**config.mk**
```make
export PLATFORM = sky130hd
export DESIGN_NAME = next_pc_unit_flat
export DESIGN_NICKNAME = d
export VERILOG_FILES = /design/src/rtl/next_pc_unit_if.sv /design/src/rtl/next_pc_unit.sv /design/src/flat_wrapper.sv
export SDC_FILE = /design/constraint.sdc
export NUM_CORES = 1
export LEC_CHECK = 0
export ABC_CLOCK_PERIOD_IN_PS = 2600
export CAP_MARGIN = 20
export CORE_MARGIN = 10
export CORE_UTILIZATION = 50
export CTS_BUF_LIST = sky130_fd_sc_hd__clkbuf_8
export DETAILED_ROUTE_END_ITERATION = 8
export GPL_TIMING_DRIVEN = 1
export PLACE_DENSITY = 0.82
export RECOVER_POWER = 25
export SYNTH_ARGS = -nofsm -noshare
export SYNTH_HDL_FRONTEND = slang
export SYNTH_SLANG_ARGS = --single-unit
```
**constraint.sdc**
```tcl
create_clock -name clk -period 2.6 [get_ports clk]
set_input_delay 0.65 -clock clk [delete_from_list [all_inputs] [get_ports clk]]
set_output_delay 0.65 -clock clk [all_outputs]
set_load 0.02 [all_outputs]
```
**src/rtl/next_pc_unit_if.sv**
```systemverilog
// Bundle between the EXMA pipeline register, the hazard unit and fetch,
// as seen by the next-PC unit.
interface next_pc_unit_if #(
  parameter int unsigned ADDR_W = 32
) ();
  logic              StallIn;
  logic              ValidIn;
  logic [2:0]        SelectorIn;
  logic              LessIn;
  logic              ZeroIn;
  logic [ADDR_W-1:0] PCRelAddrIn;
  logic [ADDR_W-1:0] RegRelAddrIn;
  logic [ADDR_W-1:0] PCOut;
  logic              FlushOut;
  logic              MisalignOut;
  logic [15:0]       TakenCountOut;

  modport master (
    output StallIn, ValidIn, SelectorIn, LessIn, ZeroIn, PCRelAddrIn, RegRelAddrIn,
    input  PCOut, FlushOut, MisalignOut, TakenCountOut
  );

  modport slave (
    input  StallIn, ValidIn, SelectorIn, LessIn, ZeroIn, PCRelAddrIn, RegRelAddrIn,
    output PCOut, FlushOut, MisalignOut, TakenCountOut
  );
endinterface

```
**src/rtl/next_pc_unit.sv**
```systemverilog
// PC register and next-fetch-address selection with stall-held redirects and misaligned-target trap.
// Optional taken-redirect counter enabled by defining NEXT_PC_PERF_CNT_EN.
module next_pc_unit #(
  parameter int unsigned       ADDR_W       = 32,
  parameter logic [ADDR_W-1:0] RESET_VECTOR = 32'h0000_0000,
  parameter logic [ADDR_W-1:0] TRAP_VECTOR  = 32'h0000_0100,
  parameter int unsigned       INSTR_BYTES  = 4
) (
  input logic           clk,
  input logic           rst_n,
  next_pc_unit_if.slave io_npc
);

  typedef enum logic [2:0] {
    SelSeq, SelBlt, SelBeq, SelJal, SelJalr, SelBne, SelBge, SelSoftRst
  } sel_e;

  sel_e              w_sel;
  logic              w_taken;
  logic              w_soft_rst;
  logic              w_misalign;
  logic [ADDR_W-1:0] w_target;
  logic [ADDR_W-1:0] w_eff_target;
  logic [ADDR_W-1:0] w_pc_d;
  logic              w_pend_d;
  logic [ADDR_W-1:0] w_pend_tgt_d;

  logic [ADDR_W-1:0] r_pc;
  logic              r_pend;
  logic [ADDR_W-1:0] r_pend_tgt;
  logic              r_misalign;

  assign w_sel = sel_e'(io_npc.SelectorIn);

  always_comb begin
    w_taken    = 1'b0;
    w_soft_rst = 1'b0;
    w_target   = io_npc.PCRelAddrIn;
    if (io_npc.ValidIn) begin
      unique case (w_sel)
        SelSeq:  w_taken = 1'b0;
        SelBlt:  w_taken = io_npc.LessIn;
        SelBeq:  w_taken = io_npc.ZeroIn;
        SelJal:  w_taken = 1'b1;
        SelJalr: begin
          w_taken  = 1'b1;
          w_target = {io_npc.RegRelAddrIn[ADDR_W-1:1], 1'b0};
        end
        SelBne:  w_taken = !io_npc.ZeroIn;
        SelBge:  w_taken = !io_npc.LessIn;
        SelSoftRst: begin
          w_taken    = 1'b1;
          w_soft_rst = 1'b1;
          w_target   = RESET_VECTOR;
        end
      endcase
    end
  end

  // The soft-reset vector is trusted and bypasses the alignment check.
  assign w_misalign   = w_taken && !w_soft_rst &&
                        ((w_target % ADDR_W'(INSTR_BYTES)) != '0);
  assign w_eff_target = w_misalign ? TRAP_VECTOR : w_target;

  always_comb begin
    w_pc_d       = r_pc + ADDR_W'(INSTR_BYTES);
    w_pend_d     = r_pend;
    w_pend_tgt_d = r_pend_tgt;
    if (io_npc.StallIn) begin
      w_pc_d = r_pc;
      if (w_taken) begin
        w_pend_d     = 1'b1;
        w_pend_tgt_d = w_eff_target;
      end
    end else if (w_taken) begin
      w_pc_d   = w_eff_target;
      w_pend_d = 1'b0;
    end else if (r_pend) begin
      w_pc_d   = r_pend_tgt;
      w_pend_d = 1'b0;
    end
  end

  always_ff @(posedge clk or negedge rst_n) begin
    if (!rst_n) begin
      r_pc       <= RESET_VECTOR;
      r_pend     <= 1'b0;
      r_pend_tgt <= '0;
      r_misalign <= 1'b0;
    end else begin
      r_pc       <= w_pc_d;
      r_pend     <= w_pend_d;
      r_pend_tgt <= w_pend_tgt_d;
      r_misalign <= w_misalign;
    end
  end

  assign io_npc.PCOut       = r_pc;
  assign io_npc.FlushOut    = rst_n && w_taken;
  assign io_npc.MisalignOut = r_misalign;

`ifdef NEXT_PC_PERF_CNT_EN
  logic [15:0] r_taken_cnt;

  always_ff @(posedge clk or negedge rst_n) begin
    if (!rst_n) begin
      r_taken_cnt <= '0;
    end else if (io_npc.FlushOut && (r_taken_cnt != 16'hFFFF)) begin
      r_taken_cnt <= r_taken_cnt + 16'd1;
    end
  end

  assign io_npc.TakenCountOut = r_taken_cnt;
`else
  assign io_npc.TakenCountOut = '0;
`endif

endmodule
```
**src/flat_wrapper.sv**
```systemverilog
// flat-port wrapper written by rule: the top's interface ports become plain ports
module next_pc_unit_flat 
#(
  parameter int unsigned       ADDR_W       = 32,
  parameter logic [ADDR_W-1:0] RESET_VECTOR = 32'h0000_0000,
  parameter logic [ADDR_W-1:0] TRAP_VECTOR  = 32'h0000_0100,
  parameter int unsigned       INSTR_BYTES  = 4
)
  (clk, rst_n, io_npc_StallIn, io_npc_ValidIn, io_npc_SelectorIn, io_npc_LessIn, io_npc_ZeroIn, io_npc_PCRelAddrIn, io_npc_RegRelAddrIn, io_npc_PCOut, io_npc_FlushOut, io_npc_MisalignOut, io_npc_TakenCountOut);
  next_pc_unit_if #(.ADDR_W(ADDR_W)) io_npc_i ();
  input logic clk;
  input logic rst_n;
  input wire logic [$bits(io_npc_i.StallIn)-1:0] io_npc_StallIn;
  input wire logic [$bits(io_npc_i.ValidIn)-1:0] io_npc_ValidIn;
  input wire logic [$bits(io_npc_i.SelectorIn)-1:0] io_npc_SelectorIn;
  input wire logic [$bits(io_npc_i.LessIn)-1:0] io_npc_LessIn;
  input wire logic [$bits(io_npc_i.ZeroIn)-1:0] io_npc_ZeroIn;
  input wire logic [$bits(io_npc_i.PCRelAddrIn)-1:0] io_npc_PCRelAddrIn;
  input wire logic [$bits(io_npc_i.RegRelAddrIn)-1:0] io_npc_RegRelAddrIn;
  output wire logic [$bits(io_npc_i.PCOut)-1:0] io_npc_PCOut;
  output wire logic [$bits(io_npc_i.FlushOut)-1:0] io_npc_FlushOut;
  output wire logic [$bits(io_npc_i.MisalignOut)-1:0] io_npc_MisalignOut;
  output wire logic [$bits(io_npc_i.TakenCountOut)-1:0] io_npc_TakenCountOut;
  assign io_npc_i.StallIn = io_npc_StallIn;
  assign io_npc_i.ValidIn = io_npc_ValidIn;
  assign io_npc_i.SelectorIn = io_npc_SelectorIn;
  assign io_npc_i.LessIn = io_npc_LessIn;
  assign io_npc_i.ZeroIn = io_npc_ZeroIn;
  assign io_npc_i.PCRelAddrIn = io_npc_PCRelAddrIn;
  assign io_npc_i.RegRelAddrIn = io_npc_RegRelAddrIn;
  assign io_npc_PCOut = io_npc_i.PCOut;
  assign io_npc_FlushOut = io_npc_i.FlushOut;
  assign io_npc_MisalignOut = io_npc_i.MisalignOut;
  assign io_npc_TakenCountOut = io_npc_i.TakenCountOut;
  next_pc_unit #(.ADDR_W(ADDR_W), .RESET_VECTOR(RESET_VECTOR), .TRAP_VECTOR(TRAP_VECTOR), .INSTR_BYTES(INSTR_BYTES)) u_core (.clk(clk), .rst_n(rst_n), .io_npc(io_npc_i));
endmodule
```
==> results.yml <==
power:
  ir_drop_mv: 0.4244
  total_power_w: 0.003707
  leakagePower_nw: 2.527
  power_density_nw_per_um2: 619.5
clock_tree:
  clock-root-buffer: "clkbuf_8"
  clk_path_buf_depth: 2
  cts_made_buffers: 9
  clock_latency_ns: 0.36
  clkTransAtPathRegs_ns: 0.07
  clock_sinks: 66
  post_cts_buffers: 0
  cts_tree: "yes"
  htreeDepth: 3
worst_hold_path:
  min_path_type: "reg -> reg"
  hold_start: "u_core.r_pend_tgt[5]"
  hold_end: "u_core.r_pend_tgt[5]"
  whs_path_depth: 2
grt:
  antenna_found_initial: 0
  grt_usage_pct: 22.63
  gr-total-overflow: 0
  grt_max_degree: 67
  grt_pass1_wl_microns: 24160
  first_global_vias: 4743
setup_path:
  crit_arrival_ns: 1.88
  crit_type: "in -> out"
  endpoint_kind: "output pin"
  reg2reg_slack_ns: 0.18
  worstPathRequired_ns: 1.95
  path_max_fanout: 3
  r2r-end: "u_core.io_npc.PCOut[28]"
  r2r_cells: 6
  rr_startpoint: "u_core.io_npc.PCOut[3]"
  cp-start-kind: "input port"
die:
  die_y_microns: 113.9
  die_area_sq_um: 12970
  initial_core_util_pct: 51.01
  die_width_microns: 113.9
  ioPinCount: 123
  std_cell_rows: 34
  design.core.area_sq_um: 8636
timing:
  rsz0062_at_grt: "false"
  relSlewSlack_pct: -12.75
  fin_crit_sh_pct: 97.41
  tightest_slew_ns: 1.691
  finClkSkew_ns: 0.008332
  max_freq_mhz: 394.8
  fin_hold_ws_ns: 0.4828
  final_max_slew_viol_count: 67
  fin_crit_ns: 2.533
  setup_violations: 0
  finalHoldViolations: 0
placed_design:
  port_buffers: 105
  hpwl_microns: 10750
  place.gp.congestion: 0.9311
detailed_routing:
  drt_iter0_drc: 412
  drtPass1Iterations: 5
  antenna_left: 0
  viasPerCell: 6.304
  drc: 0
  via_count: 4665
  wirelength_microns: 15040
  routedWlPerCell_microns: 20.32
run:
  drv_cap: 1
outcome:
  status: "complete, but fails checks"
  violations: "capacitance limit, slew limit"
logic_synthesis:
  ys.warnings.count: 0
  synth_area_sq_um: 4405
  netlist.area_leader.share_pct: 37.49
  synth_edf_count: 0
  synth_compound_area_share_pct: 29.34
  synth_seq_area_share_pct: 37.49
  post-synth-top-count-cell: "dfrtp_1"
  synth_top_cells_by_count: "66 x dfrtp_1, 62 x nand2_1, 35 x a21oi_1"
  synth_top_family_by_area: "compound AO/OA/AOI/OAI gates"
  syn_inst: 502
  synthFlopType: "dfrtp_1"
  synth_xor_area_share_pct: 2.386
  synth_seq_cells: 66
  syn_area_per_cell_sq_um: 8.776
  synth.largest_area_cell: "dfrtp_1"
  synthAdderAreaFrac_pct: 0.2840
  synth.area.top_cells: "dfrtp_1 37%, nand2_1 5.3%, a21oi_1 4.0%, a22o_1 3.0%, buf_4 2.9%"
  yosysUniqueCellTypes: 65
  muxShareOfSynthArea_pct: 1.420
  yosys.area_share.simple_pct: 20.36
  async_flop_share_pct: 100.0
final_layout:
  final_nets: 701
  syn_to_final_growth_pct: 35.84
  drive_above_1_share_pct: 12.50
  n_antenna_cell: 0
## final cells by class
| type | instances | area [sq um] |
|---|---|---|
| Fill cell | 667 | 2651 |
| Multi-Input combinational cell | 378 | 2436 |
| Sequential cell | 66 | 1652 |
| Timing Repair Buffer | 157 | 1486 |
| Clock buffer | 10 | 137.6 |
| Tap cell | 108 | 135.1 |
| Clock inverter | 6 | 81.33 |
| Inverter | 15 | 56.30 |
## report_power, final
group,internal [W],leakage (nW),switching (W)
combinational,0.000628,1.59,0.000646
sequential,0.00122,0.829,0.000232
clock,0.000559,0.113,0.000420
total,0.00241,2.53,0.00130
## flip-flops by register name, summed over array words and instances (netlist names)
register and cells:
u_core.io_npc.MisalignOut 1, u_core.io_npc.PCOut 32, u_core.r_pend 1, u_core.r_pend_tgt 32
## cell families after synthesis
family | count (synthesis)
buffers and inverters | 73
AO/OA/AOI/OAI | 176
XOR/XNOR | 12
adder cells (fa/ha/maj) | 1
AND/OR/NAND/NOR | 167
other | 1
multiplexers | 6
flip-flops | 66
## worst max path at each step
stage	from	end	slack, ns	cells past startpoint
after floorplan	io_npc_SelectorIn[2]	u_core.r_pend_tgt[14]	0.35	10
after global placement	io_npc_SelectorIn[1]	io_npc_FlushOut	-0.42	5
after detailed placement	io_npc_SelectorIn[1]	io_npc_FlushOut	-0.56	5
after CTS	io_npc_ZeroIn	io_npc_FlushOut	0.08	5
after global routing	u_core.io_npc.PCOut[3]	u_core.io_npc.PCOut[28]	0.03	6
final	io_npc_LessIn	io_npc_FlushOut	0.07	5
## cells in the final DEF (no fill, tap or decap), types with 5 or more instances in the layout
master / instances
clkdlybuf4s50_1: 100
dfrtp_1: 66
nand2_1: 62
buf_4: 46
a21oi_1: 35
nor2_1: 20
o21ai_0: 18
o31ai_1: 17
conb_1: 16
a22o_1: 15
inv_1: 14
nor4_1: 14
a22oi_1: 13
clkbuf_8: 10
nand2b_1: 9
nand3_1: 9
nand4_1: 9
nor3_1: 8
xnor2_1: 8
o31a_1: 7
a211oi_1: 7
a2bb2oi_1: 7
nand4b_1: 6
a221o_1: 6
a211o_1: 5
o311ai_1: 5
a221oi_1: 5
a21o_1: 5
buf_12: 5
## metal layers
metal	vias up	track usage [%]	wire, microns
met5	-	0	0
met4	0	7.937	375
met3	37	5.932	1402
met2	261	38.41	7299
met1	2234	27.04	5958
li1	2133	-	-
## stage by stage
step	setup TNS (ns)	instances	setup WS (ns)	utilization (%)	area [sq um]
floorplan	0	517	0.3483	-	4462
global placement	-7.919	724	-0.4178	66.89	5777
detailed placement	-15.44	724	-0.5647	66.89	5777
CTS	0	740	0.08183	69.34	5988
global route	0	740	0.02658	69.30	5984
finish	0	740	0.06728	69.30	5984
## repair_timing
action                     in CTS  in global routing
hold buffers                    0                  0
setup endpoints to repair       7                  0
resized for setup               8                  0
## critical path, stage by stage
cell             delay [ns]
clkdlybuf4s50_1        0.44
and3b_1                0.21
o21ai_1                0.19
and3_1                 0.21
buf_2                  0.18
(Power assumes the default switching activity.)
